$ cat src/rtl/grf_pkg.sv
// Shared widths and the writeback request record used by the GRF writeback arbiter.
package grf_pkg;

   localparam int REG_AW  = 5;
   localparam int DATA_W  = 32;
   localparam int REG_NUM = 32;
   localparam logic [REG_AW-1:0] ZERO_REG = 5'd0;

   typedef struct packed {
      logic [REG_AW-1:0] addr;
      logic [DATA_W-1:0] data;
      logic [DATA_W-1:0] pc;
   } wb_req_t;

endpackage

$ cat src/rtl/grf_scoreboard.sv
// Per-register outstanding-write counters and the GRF read-hazard stall.
// With GRF_WB_ARB_BYPASS_EN defined, a last outstanding write that is committing now is forwarded instead of stalling.
module grf_scoreboard
   import grf_pkg::*;
#(
   parameter int CNT_W = 2
) (
   input  logic              clk,
   input  logic              reset,
   input  logic              rsvValid,
   input  logic [REG_AW-1:0] rsvAddr,
   input  logic              commitEn,
   input  logic [REG_AW-1:0] commitAddr,
   input  logic [REG_AW-1:0] chkA1,
   input  logic [REG_AW-1:0] chkA2,
   output logic              stall,
   output logic              rsvOvf
`ifdef GRF_WB_ARB_BYPASS_EN
   ,output logic [1:0]       bypassSel
`endif
);

   localparam logic [CNT_W-1:0] CNT_MAX = '1;

   logic [CNT_W-1:0]   cnt [REG_NUM];
   logic [REG_NUM-1:0] incVec;
   logic [REG_NUM-1:0] decVec;
   logic               haz1;
   logic               haz2;

   always_comb begin
      incVec = '0;
      decVec = '0;
      if (rsvValid) incVec[rsvAddr] = 1'b1;
      if (commitEn) decVec[commitAddr] = 1'b1;
      incVec[0] = 1'b0;
      decVec[0] = 1'b0;
   end

   // A reserve and a commit on the same register cancel; overflowing reserves are dropped but remembered.
   always_ff @(posedge clk or negedge reset) begin
      if (!reset) begin
         for (int r = 0; r < REG_NUM; r++) cnt[r] <= '0;
         rsvOvf <= 1'b0;
      end else begin
         for (int r = 1; r < REG_NUM; r++) begin
            if (incVec[r] && !decVec[r]) begin
               if (cnt[r] != CNT_MAX) cnt[r] <= cnt[r] + 1'b1;
               else rsvOvf <= 1'b1;
            end else if (decVec[r] && !incVec[r]) begin
               if (cnt[r] != '0) cnt[r] <= cnt[r] - 1'b1;
            end
         end
      end
   end

`ifdef GRF_WB_ARB_BYPASS_EN
   logic commit1;
   logic commit2;

   always_comb begin
      commit1 = commitEn && (commitAddr == chkA1);
      commit2 = commitEn && (commitAddr == chkA2);
      haz1 = (chkA1 != ZERO_REG) && (cnt[chkA1] != '0)
             && !((cnt[chkA1] == CNT_W'(1)) && commit1);
      haz2 = (chkA2 != ZERO_REG) && (cnt[chkA2] != '0)
             && !((cnt[chkA2] == CNT_W'(1)) && commit2);
      bypassSel[0] = (chkA1 != ZERO_REG) && commit1;
      bypassSel[1] = (chkA2 != ZERO_REG) && commit2;
   end
`else
   always_comb begin
      haz1 = (chkA1 != ZERO_REG) && (cnt[chkA1] != '0);
      haz2 = (chkA2 != ZERO_REG) && (cnt[chkA2] != '0);
   end
`endif

   assign stall = haz1 || haz2;

endmodule

$ cat src/rtl/grf_wb_arbiter.sv
// Round-robin arbiter sharing the GRF write port between the W stage and the multi-cycle unit.
// Optional forwarding port bypass_sel exists only when GRF_WB_ARB_BYPASS_EN is defined.
module grf_wb_arbiter
   import grf_pkg::*;
#(
   parameter int CNT_W   = 2,
   parameter int RR_INIT = 0
) (
   input  logic              clk,
   input  logic              reset,
   input  logic              req0_valid,
   output logic              req0_ready,
   input  logic [REG_AW-1:0] req0_addr,
   input  logic [DATA_W-1:0] req0_data,
   input  logic [DATA_W-1:0] req0_pc,
   input  logic              req1_valid,
   output logic              req1_ready,
   input  logic [REG_AW-1:0] req1_addr,
   input  logic [DATA_W-1:0] req1_data,
   input  logic [DATA_W-1:0] req1_pc,
   input  logic              rsv_valid,
   input  logic [REG_AW-1:0] rsv_addr,
   input  logic [REG_AW-1:0] chk_a1,
   input  logic [REG_AW-1:0] chk_a2,
   output logic              stall,
   output logic [REG_AW-1:0] grfA3,
   output logic [DATA_W-1:0] grfWD,
   output logic              grfWriteEn,
   output logic [DATA_W-1:0] grfPC,
   output logic              rsv_ovf
`ifdef GRF_WB_ARB_BYPASS_EN
   ,output logic [1:0]       bypass_sel
`endif
);

   wb_req_t req0;
   wb_req_t req1;
   wb_req_t winner;
   logic    rrPtr;
   logic    grant0;
   logic    grant1;

   assign req0 = '{addr: req0_addr, data: req0_data, pc: req0_pc};
   assign req1 = '{addr: req1_addr, data: req1_data, pc: req1_pc};

   // The output register drains every cycle, so whichever requester is valid is granted at once.
   always_comb begin
      grant0 = req0_valid && (!req1_valid || !rrPtr);
      grant1 = req1_valid && (!req0_valid || rrPtr);
      winner = grant1 ? req1 : req0;
   end

   assign req0_ready = grant0;
   assign req1_ready = grant1;

   // On contention the pointer moves to the loser, bounding its wait to one cycle.
   always_ff @(posedge clk or negedge reset) begin
      if (!reset) rrPtr <= 1'(RR_INIT);
      else if (req0_valid && req1_valid) rrPtr <= grant0;
   end

   // Writes to $0 are accepted and recorded but never enable the GRF.
   always_ff @(posedge clk or negedge reset) begin
      if (!reset) begin
         grfWriteEn <= 1'b0;
         grfA3      <= '0;
         grfWD      <= '0;
         grfPC      <= '0;
      end else if (grant0 || grant1) begin
         grfWriteEn <= (winner.addr != ZERO_REG);
         grfA3      <= winner.addr;
         grfWD      <= winner.data;
         grfPC      <= winner.pc;
      end else begin
         grfWriteEn <= 1'b0;
      end
   end

   grf_scoreboard #(.CNT_W(CNT_W)) scoreboard (
      .clk        (clk),
      .reset      (reset),
      .rsvValid   (rsv_valid),
      .rsvAddr    (rsv_addr),
      .commitEn   (grfWriteEn),
      .commitAddr (grfA3),
      .chkA1      (chk_a1),
      .chkA2      (chk_a2),
      .stall      (stall),
      .rsvOvf     (rsv_ovf)
`ifdef GRF_WB_ARB_BYPASS_EN
      ,.bypassSel (bypass_sel)
`endif
   );

endmodule

$ cat config.mk
export PLATFORM = sky130hd
export DESIGN_NAME = grf_wb_arbiter
export DESIGN_NICKNAME = d
export VERILOG_FILES = /design/src/rtl/grf_pkg.sv /design/src/rtl/grf_scoreboard.sv /design/src/rtl/grf_wb_arbiter.sv
export SDC_FILE = /design/constraint.sdc
export NUM_CORES = 1
export LEC_CHECK = 0
export ABC_AREA = 1
export CAP_MARGIN = 20
export CORE_UTILIZATION = 32
export DETAILED_ROUTE_END_ITERATION = 6
export PLACE_DENSITY = 0.71
export SLEW_MARGIN = 40
export SYNTH_ARGS = -nofsm -noshare
export SYNTH_HDL_FRONTEND = slang
export SYNTH_HIERARCHICAL = 1
export SYNTH_SLANG_ARGS = --single-unit
$ cat constraint.sdc
create_clock -name clk -period 1.77 [get_ports clk]
set_input_delay 0.354 -clock clk [delete_from_list [all_inputs] [get_ports clk]]
set_output_delay 0.354 -clock clk [all_outputs]
set_load 0.01 [all_outputs]
# [Word level (Yosys, flattened, before mapping)]
# Cells that the tools add are included.
[totals] register_bits=134 in_bits=158 out_inout_bits=74 word_cells=636
[op_classes] n_addsub=62 magnitude_cmp=6 n_eq_ne=62 muxes=200 n_bitwise=2 n_reduce_logical=267
[ops] op="2-bit two-way mux" n=128
[ops] op="2-bit nonzero test" n=95
[ops] op="2-bit inequality test, second input constant" n=62
[ops] op="3-bit AND reduction" n=31
[ops] op="1-bit logical AND" n=69
[ops] op="69-bit two-way mux" n=1
[ops] op="1-bit logical NOT" n=65
[ops] op="1-bit two-way mux" n=65
[ops] op="32-bit two-way mux" n=2
[ops] op="2-bit by 1-bit adder with 2-bit output, second input constant" n=31
[ops] op="2-bit by 1-bit subtractor with 2-bit output, second input constant" n=31
[ops] op="2-bit binary-select mux with 5-bit select" n=2
[ops] op="5-bit nonzero test" n=3
[ops] op="6-bit >= comparator, second input constant" n=2
[ops] op="5-bit by 6-bit less-than comparator with 1-bit output, second input constant" n=2
[ops] op="5-bit NOT with 6-bit output" n=2
[ops] op="1-bit demux with 5-bit select" n=2
[ops] op="5-bit by 1-bit >= comparator with 1-bit output, second input constant" n=2
[ops] op="1-bit logical OR" n=4

# [Depth between registers and ports, before layout]
[depth] depth_word=68 ltp_mapped=11 depth_no_buf=11

# [Cells and area by module]
# Netlist, hierarchy kept.
[modules_own_cells] module="grf_scoreboard" instances=1 cells_per_inst=672 area_each_um2=4516.8
[modules_own_cells] module="grf_wb_arbiter" instances=1 cells_per_inst=468 area_each_um2=3434.5

# [Worst setup path after synthesis]
# OpenSTA, ideal clock, no wires.
[synth_timing] path_kind="register to register" start="register grfA3[1]" end="register scoreboard.rsvOvf" setup_ns=0.136 t_arrival_ns=1.828 required_time_ns=1.634 slack_ns=-0.193 path_stages_with_launch=11 path_buffers=0 path_cell_list="dfrtp_1 inv_1 nor3_1 nand2_1 ha_1 nand3_1 nand2_1 nor3b_1 nand2_1 nor2_1 nand4_1"
[synth_between] elab_chain_cells=68 word_cells_on_any_way=129 classes_between="2 x order compare; 64 x mux; 63 x reduce/logical"
[synth_lines] element="start, declared" line="grf_wb_arbiter.sv:26" text="output logic [REG_AW-1:0] grfA3,"
[synth_lines] element="start signal, assigned" line="grf_wb_arbiter.sv:71" text="grfA3 <= winner.addr;"
[synth_lines] element="5-bit by 6-bit less-than comparator with 1-bit output (not written as such) or 5-bit by 1-bit >= comparator with 1-bit output (tied branches)" line="grf_scoreboard.sv:35" text="if (commitEn) decVec[commitAddr] = 1'b1;"
[synth_lines] element="1-bit logical AND (not written as such)" line="grf_scoreboard.sv:35"
[synth_lines] element="1-bit two-way mux (not written as such)" line="grf_scoreboard.sv:35"
[synth_lines] element="1-bit demux with 5-bit select *"
[synth_lines] element="32-bit two-way mux *" line="grf_scoreboard.sv:35"
[synth_lines] element="1-bit logical NOT" line="grf_scoreboard.sv:47" text="if (incVec[r] && !decVec[r]) begin"
[synth_lines] element="1-bit logical AND" line="grf_scoreboard.sv:47"
[synth_lines] element="1-bit two-way mux" line="grf_scoreboard.sv:47"
[synth_lines] element="[52 not listed]"
[synth_lines] element="1-bit two-way mux" line="grf_scoreboard.sv:48" text="if (cnt[r] != CNT_MAX) cnt[r] <= cnt[r] + 1'b1;"
[synth_lines] element="1-bit two-way mux" line="grf_scoreboard.sv:47"
[synth_lines] element="1-bit two-way mux" line="grf_scoreboard.sv:48"
[synth_lines] element="1-bit two-way mux" line="grf_scoreboard.sv:47"
[synth_lines] element="1-bit two-way mux" line="grf_scoreboard.sv:48"
[synth_lines] element="1-bit two-way mux" line="grf_scoreboard.sv:47"
[synth_lines] element="1-bit two-way mux" line="grf_scoreboard.sv:48"
[synth_lines] element="1-bit two-way mux *" line="grf_scoreboard.sv:47"
[synth_lines] element="end signal, assigned" line="grf_scoreboard.sv:44" text="rsvOvf <= 1'b0;"
[synth_lines] element="end signal, assigned" line="grf_scoreboard.sv:49" text="else rsvOvf <= 1'b1;"
[synth_lines] element="end, declared" line="grf_scoreboard.sv:17" text="output logic rsvOvf"
# Every way passes the cells marked *; elsewhere a longest branch is shown, timed or not.
# A chain may end at the register's enable or synchronous reset.

# [Final worst setup path]
[layout_timing] start="register grfA3[2]" end="register scoreboard.rsvOvf"
# Same word-level chain as after synthesis.

==> results.tsv <==
metric	value	unit
outcome	finished with violations	
failing checks	setup timing	
grt total ovfl	0	
Port Buffers	231	
setup violators final	27	
ys flop type	dfrtp_1	
Final Hold Viols	0	
worst-margin pin slew	393	ps
xor/xnor share of the synthesized area	0.330	%
Post-Synth Simple-Gate Area	33.8	%
Layout Nets	1769	
PwrDens	705	mW/mm^2
final instance area	0.0143	sq mm
CTS tree	done	
placed cells	1850	
vias	9513	
Synth cell types	29	
count leader, synth	nand2_1	
via density per instance	4.96	
Fin Hold WS	404	ps
layout cells sized above 1	29.1	%
first-pass GRT wire length	47.9	mm
GP Congestion	0.890	
warnings from Yosys	10	
multi-input gate area in the final layout	0.00530	sq mm
area fraction in compound gates after synthesis	12.5	%
GRT Resource Usage Total	23.6	%
Register Area	0.00336	sq mm
Seq cells post-synth	134	
Die Wd	160	microns
RSZ-0062 raised after global routing	yes	
Post-Synth Adder-Cell Area	4.88	%
Die Area	0.0255	sq mm
clock tree buffer depth	2	
r2r worst-path depth	12	
core area	0.0243	sq mm
Max-Cap Viols	0	
crit path launch type	register	
initial antenna violation count	1	
Rows	57	
FMAX	470	MHz
top fanout value on the critical path	5	
sequential-to-total area share from yosys stat	42.2	%
post-synthesis mux area share	0	%
post-synth top area share	42.2	%
ys async rst share	100	%
Tcrit/Tclk final	120	%
largest family of logic cells by synthesized area	simple AND/OR/NAND/NOR gates	
Syn-to-layout area delta	79.7	%
critical path, cell by cell	buf_6, nor3_4, buf_6, buf_6, nand2_4, ha_4, nand3_2, inv_2, nor3_2, nand2_1, nor2_1, nand4_1	
Peak VDD IR	0.624	mV
minimum clock period	2130	ps
synth top area cells	dfrtp_1 (42%), nand2_1 (19%), nor2_1 (7.8%)	
DRT Pass-1 Iters	5	
CTS H-tree depth	4	
WL final	32.2	mm
CTS buffer count	17	
DP Area	0.0121	sq mm
number of global-route vias before repair	9453	
ANT nets after route	0	
CTS sink count	134	
post-detail-place hpwl	21.2	mm
CP max stage delay	480	ps
number of fill cells	2014	
Post-synth EDFFs	0	
Crit path arrival time	2400	ps
Die H	160	microns
clk root buf	clkbuf_16	
Mapped Cells	1140	
Mapped Area	0.00795	sq mm
average size of a mapped cell	6.97	sq um
slowest CP cell	dfrtp_2	
fin. max-slew vios	0	
cell taking the most area after synthesis	dfrtp_1	
DRT iter0 DRCs	519	
Setup WS post-layout	-356	ps
I/O pin cnt	232	
Layout Cells excl Fill	1918	
most frequent CP cell	buf_6	
Syn Nets	1329	
Leak	6.88	nW
Initial Util	32.7	%
Worst-path clk slew	60	ps
worst-skew pair later-pin latency	430	ps
critical path required time	2040	ps
Hold Crit Class	in -> async	
drt wl/cell	16.8	microns
DRC violations left	0	
crit path kind	reg -> reg	
max_slew headroom	73.6	%
largest net degree at the start of global routing	50	
Critical Path End Type	register	
skew final	13.5	ps
commonest cells in the netlist	nand2_1 (409), nor2_1 (165), dfrtp_1 (134)	
## final timing paths
path                                      end       start  slack (ps)
max in group asynchronous            grfWD[7]       reset         770
min in group clk                     grfA3[4]  req1_valid         460
setup reg to reg            scoreboard/rsvOvf    grfA3[2]        -360
setup / recovery            scoreboard/rsvOvf    grfA3[2]        -360
hold reg to reg                     grfWD[16]   grfWD[16]         480
hold / removal             scoreboard/cnt[49]       reset         400
## sequential cells by signal, summed over array words and instances (netlist names)
register and cells:
grfA3 5, grfPC 32, grfWD 32, grfWriteEn 1
rrPtr 1, scoreboard/cnt 62, scoreboard/rsvOvf 1
## power breakdown
group	total (mW)	switching, mW	internal [mW]
Combinational	2.95	1.44	1.51
Clock	3.58	1.53	2.05
Sequential	3.55	0.202	3.34
## critical path: cells and delay by family, from the launching register on
family | cells | cell delay [ps]
simple gates | 7 | 820
buf+inv | 4 | 500
flops | 1 | 480
fa+ha+maj | 1 | 160
## per-layer routing
metal	track usage, %	wire length, microns
met1	27.7	12600
met3	6.29	2410
met5	0	0
met4	9.53	1520
met2	40.8	15700
## timing repair
action / 4_1_cts / 5_1_grt
gates resized for setup: 189 / 200
setup endpoints to repair: 42 / 58
hold endpoints to repair: 29 / 0
setup buffers: 18 / 23
pin swaps: 39 / 88
cloned: 0 / 0
hold buffers: 1 / 0
## cell families (layout without fill, tap and decap cells)
group                      count (synthesis)  after routing
buffers and inverters                    117            570
other                                      0              1
xor gates and xnor gates                   3              3
AOI/OAI and AO/OA                        182            182
DFF                                      134            134
adders and majority gates                 31             31
and+or+nand+nor                          673            673
## cell type report
cell class,count,share of cell area [%]
multi-input cells,889,37.1
repair buffers,455,30.1
flip-flops and latches,134,23.5
clock buffers,19,3.17
well taps,324,2.84
inverters,83,2.32
clock inverters,13,0.955
diodes,1,0.0175
## per-stage QoR
stage          setup slack (ps)  setup TNS, ps  utilization (%)  power, mW
6_report                   -356          -2790             58.7       10.1
5_1_grt                    -510          -4490             58.7       10.5
3_5_place_dp               -935         -24260             49.6       6.07
3_3_place_gp               -882         -22190             49.6       6.05
2_1_floorplan             -59.1           -155                -       4.49
4_1_cts                    -332           -571             55.2       9.87
## placed cells by master (no fill, tap or decap), types with 4 or more instances in the layout
cell type	Yosys	layout
nand3b_1	4	4
o21ai_0	113	86
inv_6	0	6
dlygate4sd2_1	0	8
nand2_2	2	15
o21ai_2	0	14
dlymetal6s2s_1	0	4
dfrtp_2	0	5
buf_4	5	162
clkbuf_16	0	17
o31ai_1	11	8
inv_1	81	69
a21oi_1	14	14
buf_6	3	53
dfrtp_1	134	129
clkdlybuf4s50_1	0	212
ha_2	0	5
inv_2	2	8
nor2_1	165	119
a31oi_1	8	8
ha_4	0	26
o21ai_1	23	35
nor2_4	0	22
nor2_2	0	24
o22a_1	10	10
nand2_4	1	21
and3_4	0	6
inv_4	0	4
nor3_4	0	15
nand3_2	0	23
nand3_1	63	38
buf_12	0	10
nand2_1	409	376
No activity file was read; power rests on OpenSTA's default activity.
